--- src/rtl/kernel_launch_if.sv ---
// Host-request, dispatcher-control and status bundle for the kernel launch sequencer.
interface kernel_launch_if #(
  parameter int DEPTH = 4
);
  localparam int PW = $clog2(DEPTH) + 1;

  logic          req_valid;
  logic          req_ready;
  logic [7:0]    req_thread_count;
  logic          dispatch_reset;
  logic          dispatch_start;
  logic [7:0]    dispatch_thread_count;
  logic          dispatch_done;
  logic          kernel_done;
  logic          kernel_error;
  logic          busy;
  logic [PW-1:0] pending;
  logic [31:0]   last_cycles;
  logic [15:0]   completed;

  modport master (
    output req_valid, req_thread_count, dispatch_done,
    input  req_ready, dispatch_reset, dispatch_start, dispatch_thread_count,
    input  kernel_done, kernel_error, busy, pending, last_cycles, completed
  );

  modport slave (
    input  req_valid, req_thread_count, dispatch_done,
    output req_ready, dispatch_reset, dispatch_start, dispatch_thread_count,
    output kernel_done, kernel_error, busy, pending, last_cycles, completed
  );
endinterface

--- src/rtl/kernel_launch.sv ---
// Launch FIFO plus sequencer that runs each queued kernel through the dispatcher
// (clear, start, wait for done or watchdog, retire) and reports per-kernel run cycles.
module kernel_launch #(
  parameter int DEPTH   = 4,
  parameter int TIMEOUT = 65535
) (
  input logic            clk,
  input logic            reset,
  kernel_launch_if.slave bus
);
  localparam int              AW          = $clog2(DEPTH);
  localparam int              CW          = AW + 1;
  localparam logic [CW-1:0]   FULL_CNT    = CW'(DEPTH);
  localparam logic [31:0]     TIMEOUT_CNT = 32'(TIMEOUT);
  localparam bit              WD_EN       = (TIMEOUT != 0);

  typedef enum logic [1:0] {IDLE, CLEAR, RUN, RETIRE} state_t;

  state_t        state, state_next;
  logic [7:0]    mem [DEPTH];
  logic [AW-1:0] wr_ptr, rd_ptr;
  logic [CW-1:0] count;
  logic          full, empty, push, pop;
  logic [7:0]    head;

  logic [7:0]    thread_cnt, thread_cnt_next;
  logic          dreset, dreset_next;
  logic          dstart, dstart_next;
  logic          kdone, kdone_next;
  logic          kerr, kerr_next;
  logic [31:0]   last_cyc, last_cyc_next;
  logic [15:0]   done_cnt, done_cnt_next;
  logic [31:0]   run_cnt, run_cnt_next;
  logic [31:0]   run_inc;

  // Ready depends on occupancy alone, so a full FIFO refuses a push even while popping.
  assign full  = (count == FULL_CNT);
  assign empty = (count == '0);
  assign push  = bus.req_valid && !full;
  assign head  = mem[rd_ptr];

  always_ff @(posedge clk) begin
    if (push) mem[wr_ptr] <= bus.req_thread_count;
  end

  always_ff @(posedge clk) begin
    if (!reset) begin
      wr_ptr <= '0;
      rd_ptr <= '0;
      count  <= '0;
    end else begin
      if (push) wr_ptr <= wr_ptr + 1'b1;
      if (pop)  rd_ptr <= rd_ptr + 1'b1;
      count <= count + CW'(push) - CW'(pop);
    end
  end

  assign run_inc = run_cnt + 32'd1;

  always_comb begin
    state_next      = state;
    pop             = 1'b0;
    thread_cnt_next = thread_cnt;
    dreset_next     = 1'b0;
    dstart_next     = 1'b0;
    kdone_next      = 1'b0;
    kerr_next       = 1'b0;
    last_cyc_next   = last_cyc;
    done_cnt_next   = done_cnt;
    run_cnt_next    = run_cnt;
    unique case (state)
      IDLE: begin
        if (!empty) begin
          pop             = 1'b1;
          thread_cnt_next = head;
          // A zero-thread kernel would never see done, so it retires without touching the dispatcher.
          if (head == 8'd0) begin
            state_next    = RETIRE;
            kdone_next    = 1'b1;
            last_cyc_next = 32'd0;
            done_cnt_next = done_cnt + 16'd1;
            run_cnt_next  = 32'd0;
          end else begin
            state_next  = CLEAR;
            dreset_next = 1'b1;
          end
        end
      end
      CLEAR: begin
        state_next   = RUN;
        dstart_next  = 1'b1;
        run_cnt_next = 32'd0;
      end
      RUN: begin
        run_cnt_next = run_inc;
        if (bus.dispatch_done) begin
          state_next    = RETIRE;
          kdone_next    = 1'b1;
          last_cyc_next = run_inc;
          done_cnt_next = done_cnt + 16'd1;
        end else if (WD_EN && (run_inc == TIMEOUT_CNT)) begin
          // Aborted kernels also reset the dispatcher so the next launch starts clean.
          state_next    = RETIRE;
          kdone_next    = 1'b1;
          kerr_next     = 1'b1;
          dreset_next   = 1'b1;
          last_cyc_next = run_inc;
          done_cnt_next = done_cnt + 16'd1;
        end else begin
          dstart_next = 1'b1;
        end
      end
      RETIRE: begin
        state_next   = IDLE;
        run_cnt_next = 32'd0;
      end
      default: state_next = IDLE;
    endcase
  end

  always_ff @(posedge clk) begin
    if (!reset) begin
      state      <= IDLE;
      thread_cnt <= 8'd0;
      dreset     <= 1'b1;
      dstart     <= 1'b0;
      kdone      <= 1'b0;
      kerr       <= 1'b0;
      last_cyc   <= 32'd0;
      done_cnt   <= 16'd0;
      run_cnt    <= 32'd0;
    end else begin
      state      <= state_next;
      thread_cnt <= thread_cnt_next;
      dreset     <= dreset_next;
      dstart     <= dstart_next;
      kdone      <= kdone_next;
      kerr       <= kerr_next;
      last_cyc   <= last_cyc_next;
      done_cnt   <= done_cnt_next;
      run_cnt    <= run_cnt_next;
    end
  end

  assign bus.req_ready             = !full;
  assign bus.busy                  = (state != IDLE) || !empty;
  assign bus.pending               = count;
  assign bus.dispatch_reset        = dreset;
  assign bus.dispatch_start        = dstart;
  assign bus.dispatch_thread_count = thread_cnt;
  assign bus.kernel_done           = kdone;
  assign bus.kernel_error          = kerr;
  assign bus.last_cycles           = last_cyc;
  assign bus.completed             = done_cnt;
endmodule

--- src/flat_wrapper.sv ---
// flat-port wrapper written by rule: the top's interface ports become plain ports
module kernel_launch_flat 
#(
  parameter int DEPTH   = 4,
  parameter int TIMEOUT = 65535
)
  (clk, reset, bus_req_valid, bus_req_thread_count, bus_dispatch_done, bus_req_ready, bus_dispatch_reset, bus_dispatch_start, bus_dispatch_thread_count, bus_kernel_done, bus_kernel_error, bus_busy, bus_pending, bus_last_cycles, bus_completed);
  kernel_launch_if #(.DEPTH(DEPTH)) bus_i ();
  input logic clk;
  input logic reset;
  input wire logic [$bits(bus_i.req_valid)-1:0] bus_req_valid;
  input wire logic [$bits(bus_i.req_thread_count)-1:0] bus_req_thread_count;
  input wire logic [$bits(bus_i.dispatch_done)-1:0] bus_dispatch_done;
  output wire logic [$bits(bus_i.req_ready)-1:0] bus_req_ready;
  output wire logic [$bits(bus_i.dispatch_reset)-1:0] bus_dispatch_reset;
  output wire logic [$bits(bus_i.dispatch_start)-1:0] bus_dispatch_start;
  output wire logic [$bits(bus_i.dispatch_thread_count)-1:0] bus_dispatch_thread_count;
  output wire logic [$bits(bus_i.kernel_done)-1:0] bus_kernel_done;
  output wire logic [$bits(bus_i.kernel_error)-1:0] bus_kernel_error;
  output wire logic [$bits(bus_i.busy)-1:0] bus_busy;
  output wire logic [$bits(bus_i.pending)-1:0] bus_pending;
  output wire logic [$bits(bus_i.last_cycles)-1:0] bus_last_cycles;
  output wire logic [$bits(bus_i.completed)-1:0] bus_completed;
  assign bus_i.req_valid = bus_req_valid;
  assign bus_i.req_thread_count = bus_req_thread_count;
  assign bus_i.dispatch_done = bus_dispatch_done;
  assign bus_req_ready = bus_i.req_ready;
  assign bus_dispatch_reset = bus_i.dispatch_reset;
  assign bus_dispatch_start = bus_i.dispatch_start;
  assign bus_dispatch_thread_count = bus_i.dispatch_thread_count;
  assign bus_kernel_done = bus_i.kernel_done;
  assign bus_kernel_error = bus_i.kernel_error;
  assign bus_busy = bus_i.busy;
  assign bus_pending = bus_i.pending;
  assign bus_last_cycles = bus_i.last_cycles;
  assign bus_completed = bus_i.completed;
  kernel_launch #(.DEPTH(DEPTH), .TIMEOUT(TIMEOUT)) u_core (.clk(clk), .reset(reset), .bus(bus_i));
endmodule
--- config.mk ---
export PLATFORM = sky130hd
export DESIGN_NAME = kernel_launch_flat
export DESIGN_NICKNAME = d
export VERILOG_FILES = /design/src/rtl/kernel_launch_if.sv /design/src/rtl/kernel_launch.sv /design/src/flat_wrapper.sv
export SDC_FILE = /design/constraint.sdc
export NUM_CORES = 1
export LEC_CHECK = 0
export CAP_MARGIN = 30
export CORE_ASPECT_RATIO = 1.2
export CORE_MARGIN = 10
export CORE_UTILIZATION = 41
export DETAILED_ROUTE_END_ITERATION = 7
export PLACE_DENSITY = 0.58
export SETUP_SLACK_MARGIN = 0.05
export SLEW_MARGIN = 15
export SYNTH_ARGS = -nofsm -noshare
export SYNTH_HDL_FRONTEND = slang
export SYNTH_SLANG_ARGS = --single-unit
--- constraint.sdc ---
create_clock -name clk -period 6.2 [get_ports clk]
set_input_delay 0.93 -clock clk [delete_from_list [all_inputs] [get_ports clk]]
set_output_delay 0.93 -clock clk [all_outputs]
set_load 0.1 [all_outputs]
==> report_table.html, run 1 <==
<table>
<tr><th>Metric</th><th>Value</th></tr>
<tr><th colspan="2">Status</th></tr>
<tr><td>Outcome</td><td>finished clean</td></tr>
<tr><th colspan="2">Clock tree</th></tr>
<tr><td>Clock latency reported for the late side of the worst-skew pair</td><td>430 ps</td></tr>
<tr><td>Postcts setup bufs</td><td>0</td></tr>
<tr><td>Cell chosen for the clock root</td><td>clkbuf_16</td></tr>
<tr><td>PostCTS Resize Cnt</td><td>0</td></tr>
<tr><td>Clock-pin slew of the registers on the worst-case setup and hold paths</td><td>roughly 70 ps</td></tr>
<tr><td>Sink Count</td><td>135</td></tr>
<tr><td>H-tree levels</td><td>4</td></tr>
<tr><td>Hold buffers post-CTS</td><td>0</td></tr>
<tr><td>Clock tree from TritonCTS</td><td>done</td></tr>
<tr><td>Number of buffers added by the clock tree synthesis step</td><td>17</td></tr>
<tr><td>Buffer levels on the longest clock path</td><td>2</td></tr>
<tr><th colspan="2">Worst setup path</th></tr>
<tr><td>Startpoint type of the worst setup path</td><td>flop</td></tr>
<tr><td>Longest individual stage delay on the worst path</td><td>700 ps</td></tr>
<tr><td>Maximum fanout count along the critical path</td><td>45</td></tr>
<tr><td>Most used cell, CP</td><td>or4_1</td></tr>
<tr><td>Required time at the endpoint of the critical path</td><td>around 6600 ps</td></tr>
<tr><td>Crit path capture type</td><td>flop</td></tr>
<tr><td>Crit-path slowest cell</td><td>or4_1</td></tr>
<tr><td>Worst EP arrival</td><td>4210 ps</td></tr>
<tr><td>Type of the worst setup path</td><td>flop to flop</td></tr>
<tr><td>Series of cell instances along the critical path</td><td>nand4_1 &gt; or4_1 &gt; nor3_1 &gt; xor2_1 &gt; or4_1 &gt; o21a_2 &gt; buf_12 &gt; or4_1 &gt; a21oi_1</td></tr>
<tr><th colspan="2">Floorplan</th></tr>
<tr><td>Standard-cell row count</td><td>51</td></tr>
<tr><td>Top-level I/O count</td><td>77</td></tr>
<tr><td>Die width</td><td>137 um</td></tr>
<tr><td>Die Span Y</td><td>160 um</td></tr>
<tr><td>Area of the core region</td><td>0.0161 mm^2</td></tr>
<tr><td>Area of the die</td><td>0.0219 mm^2</td></tr>
<tr><td>Starting Density</td><td>0.415</td></tr>
<tr><th colspan="2">Final layout</th></tr>
<tr><td>Share of layout cells above drive strength 1</td><td>0.0829</td></tr>
<tr><td>Post-Layout Cell Count</td><td>1020</td></tr>
<tr><td>Commonest cells after routing, fill and taps aside</td><td>dfxtp_1 (103), nand2_1 (86), clkdlybuf4s50_1 (76)</td></tr>
<tr><td>Fillcell total</td><td>1517</td></tr>
<tr><td>Post-layout instance area</td><td>around 0.0082 mm^2</td></tr>
<tr><td>Layout overhead on the synthesized area</td><td>22.2%</td></tr>
<tr><td>Diodes inserted</td><td>0</td></tr>
<tr><td>Most common cell after layout, fill and taps aside</td><td>dfxtp_1</td></tr>
<tr><td>Nets@finish</td><td>slightly above 800</td></tr>
<tr><td>Final standard cell utilization of the core</td><td>0.507</td></tr>
<tr><th colspan="2">Job</th></tr>
<tr><td>Number of max-cap violations</td><td>0</td></tr>
<tr><th colspan="2">STA</th></tr>
<tr><td>Hold Worst Slack</td><td>455 ps</td></tr>
<tr><td>Highest clock rate</td><td>259 MHz</td></tr>
<tr><td>Setup ws final</td><td>2350 ps</td></tr>
<tr><td>Final Setup Violations</td><td>0</td></tr>
<tr><td>Layout Skew</td><td>10.4 ps</td></tr>
<tr><td>Max_slew headroom</td><td>0.331</td></tr>
<tr><td>Final count of hold timing violations</td><td>0</td></tr>
<tr><td>RSZ-0062 raised after global routing</td><td>false</td></tr>
<tr><td>Actual slew at the worst max-slew pin</td><td>~1000 ps</td></tr>
<tr><td>Setup total negative slack</td><td>0 ps</td></tr>
<tr><td>Final Slew Violations</td><td>0</td></tr>
<tr><td>Period utilisation layout</td><td>0.622</td></tr>
<tr><td>Final Critical Period</td><td>just under 4000 ps</td></tr>
<tr><th colspan="2">Routing</th></tr>
<tr><td>Iteration-0 DRC count of the detailed router</td><td>392</td></tr>
<tr><td>Remaining antenna violation count</td><td>0</td></tr>
<tr><td>Sum of routed wire length over all layers</td><td>18100 um</td></tr>
<tr><td>DRC viols</td><td>0</td></tr>
<tr><td>Post-DR vias/cell</td><td>between 5 and 6</td></tr>
<tr><td>Number of search-and-repair iterations in the first detailed-routing pass</td><td>5</td></tr>
<tr><td>Routed wirelength normalized by instance count</td><td>17.7 um</td></tr>
<tr><td>Via total after detailed routing</td><td>5721</td></tr>
<tr><th colspan="2">Min path</th></tr>
<tr><td>Hold Path Class</td><td>flop to flop</td></tr>
<tr><th colspan="2">GRT</th></tr>
<tr><td>Routing usage on met3</td><td>0.0458</td></tr>
<tr><td>Via count of the first global-routing pass</td><td>between 5k and 6k</td></tr>
<tr><td>GR Layer Usage met2</td><td>0.269</td></tr>
<tr><td>Number of antenna violations at the first check in global routing</td><td>0</td></tr>
<tr><td>Wire length of the first global-routing pass</td><td>29500 um</td></tr>
<tr><td>Global route total overflow</td><td>0</td></tr>
<tr><td>Most crowded layer after global routing</td><td>met2</td></tr>
<tr><td>Total GRT Usage</td><td>0.168</td></tr>
<tr><td>Maximum number of pins on one net before global-route repair</td><td>64</td></tr>
<tr><td>Met1 usage in global routing</td><td>0.206</td></tr>
<tr><th colspan="2">Yosys</th></tr>
<tr><td>Synthesized flop and latch total</td><td>135</td></tr>
<tr><td>Post-Synthesis Mean Instance Area</td><td>8.95 um^2</td></tr>
<tr><td>Cells after Synth</td><td>748</td></tr>
<tr><td>Sequential fraction of the synthesis area</td><td>0.452</td></tr>
<tr><td>Async S/R FF share, synth</td><td>0</td></tr>
<tr><td>Total of warnings raised by yosys</td><td>0</td></tr>
<tr><td>Combined area of all synthesized cells</td><td>0.00669 mm^2</td></tr>
<tr><td>Post-synthesis cell type count</td><td>68</td></tr>
<tr><td>Most used DFF post-synth</td><td>dfxtp_1</td></tr>
<tr><td>EDFF count, synth</td><td>32</td></tr>
<tr><td>Net count after synthesis</td><td>around 770</td></tr>
<tr><th colspan="2">Placed design</th></tr>
<tr><td>Pre-CTS setup slack</td><td>1970 ps</td></tr>
<tr><td>Count of buffers from port buffering</td><td>between 70 and 80</td></tr>
<tr><td>Number of placed cells counting well taps</td><td>986</td></tr>
<tr><td>Post-detail-place hpwl</td><td>13100 um</td></tr>
<tr><td>Weighted congestion reported at the end of routability-driven placement</td><td>0.881</td></tr>
<tr><td>Placed cell area</td><td>0.00755 mm^2</td></tr>
<tr><th colspan="2">Power</th></tr>
<tr><td>Overall power after layout</td><td>~3 mW</td></tr>
<tr><td>Total power per unit cell area</td><td>376 mW/mm^2</td></tr>
<tr><td>Worst IR drop on VDD</td><td>232 uV</td></tr>
<tr><td>Lkg Pwr</td><td>2.69 nW</td></tr>
</table>
==> registers in the layout (all words and copies together) (netlist names), named ones only <==
register and count:
u_core.bus.last_cycles 32, u_core.mem 32, u_core.run_cnt 32, u_core.bus.completed 16, u_core.bus.dispatch_thread_count 8, u_core.bus.pending 3, u_core.rd_ptr 2, u_core.state 2
u_core.wr_ptr 2, u_core.bus.dispatch_reset 1, u_core.bus.dispatch_start 1, u_core.bus.kernel_done 1, u_core.bus.kernel_error 1
==> power by group <==
part / internal (mW) / total (mW) / switching (mW)
combinational: 0.289 / 1.03 / 0.741
sequential: 0.983 / 1.05 / 0.0656
clock: 0.544 / 0.999 / 0.456
total: 1.82 / 3.08 / 1.26
==> per-layer routing <==
metal | vias to the layer above | share of wire
li1 | 2793 | -
met3 | 35 | 0.060
met4 | 0 | 0.026
met2 | 141 | 0.48
met5 | - | 0
met1 | 2752 | 0.44
==> critical path, delay by kind of cell, from the launching register on <==
kind | cells | cell delay, ps
XOR/XNOR | 1 | 160
AO/OA/AOI/OAI | 2 | 460
flip-flops | 1 | 450
AND/OR/NAND/NOR | 5 | 2500
buffers and inverters | 1 | 200
==> final timing paths <==
| kind | depth (start not counted) | slack (ps) | startpoint | end |
|---|---|---|---|---|
| worst max-delay path | 9 | 2350 | u_core.run_cnt[3]$_SDFFE_PN0P_ | u_core.bus.completed[6]$_SDFFE_PN0P_ |
| worst max register to register | 9 | 2350 | u_core.run_cnt[3]$_SDFFE_PN0P_ | u_core.bus.completed[6]$_SDFFE_PN0P_ |
| worst min register to register | 2 | 450 | u_core.bus.last_cycles[10]$_SDFFE_PN0P_ | u_core.bus.last_cycles[10]$_SDFFE_PN0P_ |
| worst min-delay path | 2 | 450 | u_core.bus.last_cycles[10]$_SDFFE_PN0P_ | u_core.bus.last_cycles[10]$_SDFFE_PN0P_ |
==> cells in the mapped netlist (all sizes together) (2+ instances only) <==
| cell type | count | share of area |
|---|---|---|
| a31o | 2 | 0.0026 |
| and3 | 8 | 0.0075 |
| nor4 | 18 | 0.020 |
| dfxtp | 103 | 0.31 |
| o31ai | 9 | 0.010 |
| inv | 15 | 0.0084 |
| nand2b | 8 | 0.0075 |
| nand2 | 86 | 0.048 |
| nand3 | 43 | 0.033 |
| or4 | 15 | 0.017 |
| o31a | 2 | 0.0026 |
| and2 | 5 | 0.0047 |
| o21a | 8 | 0.0092 |
| xnor2 | 19 | 0.025 |
| or3 | 9 | 0.0084 |
| buf | 17 | 0.014 |
| nor2 | 71 | 0.040 |
| o211ai | 5 | 0.0056 |
| or2 | 2 | 0.0019 |
| ha | 12 | 0.022 |
| xor2 | 9 | 0.012 |
| nand4 | 20 | 0.024 |
| o21ai | 40 | 0.030 |
| a21oi | 63 | 0.047 |
| edfxtp | 32 | 0.14 |
| mux4 | 8 | 0.027 |
| mux2i | 31 | 0.046 |
| o211a | 2 | 0.0030 |
| clkbuf | 41 | 0.023 |
| nor3 | 20 | 0.015 |
==> layout make-up <==
| cell class | count | area (um^2) | share of cell area |
|---|---|---|---|
| Clock buffer | 17 | 425 | 0.0520 |
| Clock inverter | 15 | 178 | 0.0217 |
| Inverter | 16 | 60.1 | 0.00734 |
| Multi-Input combinational cell | 539 | 3380 | 0.413 |
| Sequential cell | 135 | 3020 | 0.369 |
| Tap cell | 212 | 265 | 0.0324 |
| Timing Repair Buffer | 86 | 848 | 0.104 |
==> logic make-up (layout without fill, tap and decap cells) <==
logic type,count (synthesis),in the layout,share of synthesized area
DFF,135,135,0.452
and+or+nand+nor,312,312,0.236
AOI/OAI and AO/OA,146,146,0.130
adders and majority gates,13,13,0.0254
buffers and inverters,74,134,0.0456
muxes,40,40,0.0750
xor gates and xnor gates,28,28,0.0366
No activity file was read; power rests on OpenSTA's default activity.
==> inputs of run 2 (changes only) <==
==> constraint.sdc (replaced) <==
create_clock -name clk -period 4 [get_ports clk]
set_input_delay 0.6 -clock clk [delete_from_list [all_inputs] [get_ports clk]]
set_output_delay 0.6 -clock clk [all_outputs]
set_load 0.1 [all_outputs]
==> run 2 against run 1 <==
Against the previous run:
- clock skew is 2.2 ps higher
- fmax is 3.6% higher
- routed wire length is 2.6% higher
- core utilization is 0.55 points higher
- cell count is 0.98% higher
- global-route usage is 0.52 points higher
- register-to-register slack worse by 2100 ps
- clock power is 57% higher
- via count is 1.4% higher
- power is 56% higher
- critical endpoint is now u_core.bus.completed[14]$_SDFFE_PN0P_
==> report_table.html, run 2 (same netlist as run 1, synthesis figures left out) <==
<table>
<tr><th>Metric</th><th>Value</th></tr>
<tr><th colspan="2">Status</th></tr>
<tr><td>Outcome</td><td>finished clean</td></tr>
<tr><th colspan="2">GRT</th></tr>
<tr><td>Most crowded layer after global routing</td><td>met2</td></tr>
<tr><td>Global route total overflow</td><td>0 (unchanged)</td></tr>
<tr><td>GR Layer Usage met2</td><td>0.280 (+0.0110)</td></tr>
<tr><td>Met1 usage in global routing</td><td>0.210 (+0.00421)</td></tr>
<tr><td>Maximum number of pins on one net before global-route repair</td><td>82 (+28%)</td></tr>
<tr><td>Via count of the first global-routing pass</td><td>5700 (+1.2%)</td></tr>
<tr><td>Total GRT Usage</td><td>0.173 (+0.00517)</td></tr>
<tr><td>Wire length of the first global-routing pass</td><td>30200 um (+2.2%)</td></tr>
<tr><td>Number of antenna violations at the first check in global routing</td><td>0 (unchanged)</td></tr>
<tr><td>Routing usage on met3</td><td>0.0512 (+0.00534)</td></tr>
<tr><th colspan="2">Clock tree</th></tr>
<tr><td>Number of buffers added by the clock tree synthesis step</td><td>17 (unchanged)</td></tr>
<tr><td>Clock-pin slew of the registers on the worst-case setup and hold paths</td><td>70 ps (about the same)</td></tr>
<tr><td>Postcts setup bufs</td><td>0 (unchanged)</td></tr>
<tr><td>Buffer levels on the longest clock path</td><td>2 (unchanged)</td></tr>
<tr><td>Clock latency reported for the late side of the worst-skew pair</td><td>440 ps (about the same)</td></tr>
<tr><td>Sink Count</td><td>135 (unchanged)</td></tr>
<tr><td>Clock tree from TritonCTS</td><td>done</td></tr>
<tr><td>H-tree levels</td><td>4 (unchanged)</td></tr>
<tr><td>Cell chosen for the clock root</td><td>clkbuf_16</td></tr>
<tr><th colspan="2">Worst setup path</th></tr>
<tr><td>Crit path capture type</td><td>flop</td></tr>
<tr><td>Maximum fanout count along the critical path</td><td>44 (-2.2%)</td></tr>
<tr><td>Worst EP arrival</td><td>4080 ps (-130 ps)</td></tr>
<tr><td>Series of cell instances along the critical path</td><td>ha_1 &gt; nand3_1 &gt; or4_1 &gt; o31a_1 &gt; nor4_1 &gt; nand4_1 &gt; o21a_4 &gt; or4_1 &gt; a21oi_1</td></tr>
<tr><td>Crit-path slowest cell</td><td>or4_1</td></tr>
<tr><td>Longest individual stage delay on the worst path</td><td>730 ps (+30 ps)</td></tr>
<tr><td>Most used cell, CP</td><td>or4_1</td></tr>
<tr><td>Type of the worst setup path</td><td>flop to flop</td></tr>
<tr><td>Required time at the endpoint of the critical path</td><td>4360 ps (-2190 ps)</td></tr>
<tr><td>Startpoint type of the worst setup path</td><td>flop</td></tr>
<tr><th colspan="2">STA</th></tr>
<tr><td>Actual slew at the worst max-slew pin</td><td>1010 ps (+13.6 ps)</td></tr>
<tr><td>Layout Skew</td><td>12.7 ps (+2.22 ps)</td></tr>
<tr><td>Final count of hold timing violations</td><td>0 (unchanged)</td></tr>
<tr><td>Setup total negative slack</td><td>0 ps (unchanged)</td></tr>
<tr><td>Final Setup Violations</td><td>0 (unchanged)</td></tr>
<tr><td>Max_slew headroom</td><td>0.322 (-0.00908)</td></tr>
<tr><td>Period utilisation layout</td><td>0.930 (+0.308)</td></tr>
<tr><td>Final Slew Violations</td><td>0 (unchanged)</td></tr>
<tr><td>Highest clock rate</td><td>269 MHz (+3.6%)</td></tr>
<tr><td>RSZ-0062 raised after global routing</td><td>false</td></tr>
<tr><td>Setup ws final</td><td>281 ps (-2060 ps)</td></tr>
<tr><td>Final Critical Period</td><td>3720 ps (-136 ps)</td></tr>
<tr><th colspan="2">Power</th></tr>
<tr><td>Total power per unit cell area</td><td>581 mW/mm^2 (+54%)</td></tr>
<tr><td>Lkg Pwr</td><td>2.75 nW (+2.1%)</td></tr>
<tr><td>Internal power of the cells</td><td>2.82 mW (+55%)</td></tr>
<tr><td>Part of the total power dissipated in sequential elements</td><td>0.338 (-0.003)</td></tr>
<tr><td>Overall power after layout</td><td>4.81 mW (+56%)</td></tr>
<tr><td>Switching component of the power</td><td>1.98 mW (+57%)</td></tr>
<tr><td>Switching share of power</td><td>0.413 (+0.00271)</td></tr>
<tr><td>Clock share of power</td><td>0.326 (about the same)</td></tr>
<tr><td>Worst IR drop on VDD</td><td>475 uV (+100%)</td></tr>
<tr><td>Part of the total power dissipated in combinational logic</td><td>0.336 (about the same)</td></tr>
<tr><th colspan="2">Floorplan</th></tr>
<tr><td>Area of the die</td><td>0.0219 mm^2 (unchanged)</td></tr>
<tr><td>Die Span Y</td><td>160 um (unchanged)</td></tr>
<tr><td>Die width</td><td>137 um (unchanged)</td></tr>
<tr><td>Starting Density</td><td>0.415 (unchanged)</td></tr>
<tr><td>Standard-cell row count</td><td>51 (unchanged)</td></tr>
<tr><td>Top-level I/O count</td><td>77 (unchanged)</td></tr>
<tr><td>Area of the core region</td><td>0.0161 mm^2 (unchanged)</td></tr>
<tr><th colspan="2">Final layout</th></tr>
<tr><td>Share of layout cells above drive strength 1</td><td>0.0954 (+0.0124)</td></tr>
<tr><td>Layout overhead on the synthesized area</td><td>23.6%</td></tr>
<tr><td>Commonest cells after routing, fill and taps aside</td><td>dfxtp_1 (103), nand2_1 (86), clkdlybuf4s50_1 (75)</td></tr>
<tr><td>Nets@finish</td><td>830 (+1.2%)</td></tr>
<tr><td>Diodes inserted</td><td>0 (unchanged)</td></tr>
<tr><td>Most common cell after layout, fill and taps aside</td><td>dfxtp_1</td></tr>
<tr><td>Post-layout instance area</td><td>0.00827 mm^2 (+1.1%)</td></tr>
<tr><td>Fillcell total</td><td>1478 (-2.6%)</td></tr>
<tr><td>Final standard cell utilization of the core</td><td>0.512 (+0.00550)</td></tr>
<tr><th colspan="2">Min path</th></tr>
<tr><td>Hold Path Class</td><td>flop to flop</td></tr>
<tr><th colspan="2">Job</th></tr>
<tr><td>Number of max-cap violations</td><td>0 (unchanged)</td></tr>
<tr><th colspan="2">Placed design</th></tr>
<tr><td>Weighted congestion reported at the end of routability-driven placement</td><td>0.962 (+9.2%)</td></tr>
<tr><td>Placed cell area</td><td>0.00766 mm^2 (+1.4%)</td></tr>
<tr><td>Post-detail-place hpwl</td><td>13400 um (+2.5%)</td></tr>
<tr><td>Count of buffers from port buffering</td><td>76 (unchanged)</td></tr>
<tr><td>Pre-CTS setup slack</td><td>231 ps (-1740 ps)</td></tr>
<tr><th colspan="2">Routing</th></tr>
<tr><td>Post-DR vias/cell</td><td>5.63 (+0.45%)</td></tr>
<tr><td>Sum of routed wire length over all layers</td><td>18500 um (+2.6%)</td></tr>
<tr><td>Iteration-0 DRC count of the detailed router</td><td>478 (+22%)</td></tr>
<tr><td>Routed wirelength normalized by instance count</td><td>18.0 um (+1.6%)</td></tr>
<tr><td>Number of search-and-repair iterations in the first detailed-routing pass</td><td>5 (unchanged)</td></tr>
<tr><td>Via total after detailed routing</td><td>5803 (+1.4%)</td></tr>
<tr><td>DRC viols</td><td>0 (unchanged)</td></tr>
<tr><td>Remaining antenna violation count</td><td>0 (unchanged)</td></tr>
</table>
==> run 2: cell count changes in the layout (fill, tap and decap cells not counted) <==
cell	before	now
buf_16	0	1
inv_6	4	6
clkinv_8	5	6
o21a_2	1	0
o21a_4	0	1
buf_12	1	0
clkdlybuf4s50_1	76	75
clkinv_4	1	0
inv_8	4	2
buf_4	9	20
==> run 2: layer usage <==
metal  vias up  part of all wire
met5         -                 0
met2       185              0.48
li1       2809                 -
met3        25             0.073
met4         0             0.018
met1      2784              0.43
==> run 2: layout make-up <==
type                            instances  area, um^2  share of cell area
Clock inverter                         15         180              0.0218
Clock buffer                           17         425              0.0514
Tap cell                              212         265              0.0321
Sequential cell                       135        3020               0.365
Inverter                               16        60.1             0.00726
Multi-Input combinational cell        539        3390               0.410
Timing Repair Buffer                   96         928               0.112
==> run 2: worst max-delay path, delay by kind of cell, from the launching register on <==
kind	cells	cell delay (ps)
and+or+nand+nor	5	2050
AOI/OAI and AO/OA	3	910
adders and majority gates	1	250
DFF	1	420
==> run 2: final timing paths <==
| path | start | depth (start not counted) | end | slack (ps) |
|---|---|---|---|---|
| max reg2reg | u_core.run_cnt[1]$_SDFFE_PN0P_ | 9 | u_core.bus.completed[14]$_SDFFE_PN0P_ | 280 |
| max | u_core.run_cnt[1]$_SDFFE_PN0P_ | 9 | u_core.bus.completed[14]$_SDFFE_PN0P_ | 280 |
| min reg2reg | u_core.bus.dispatch_thread_count[4]$_SDFFE_PN0P_ | 2 | u_core.bus.dispatch_thread_count[4]$_SDFFE_PN0P_ | 460 |
| min | u_core.bus.dispatch_thread_count[4]$_SDFFE_PN0P_ | 2 | u_core.bus.dispatch_thread_count[4]$_SDFFE_PN0P_ | 460 |
==> run 2: metrics by stage <==
step	std cells	hold WS, ps
after detailed placement	998	449
after CTS	1030	458
after global routing	1030	486
after floorplan	748	477
final	1030	456
after global placement	997	447
==> run 2: repair_timing <==
action / 4_1_cts / 5_1_grt
hold buffers: 0 / 0
gates resized for setup: 0 / 1
setup endpoints to repair: 0 / 3
==> run 2: power groups by stage <==
stage | Clock [mW] | Sequential [mW] | Combinational, mW
2_1_floorplan | 0 | 2.06 | 0.800
3_3_place_gp | 0 | 1.65 | 1.60
3_5_place_dp | 0 | 1.66 | 1.62
4_1_cts | 1.60 | 1.63 | 1.63
5_1_grt | 1.65 | 1.64 | 1.73
6_report | 1.57 | 1.63 | 1.61
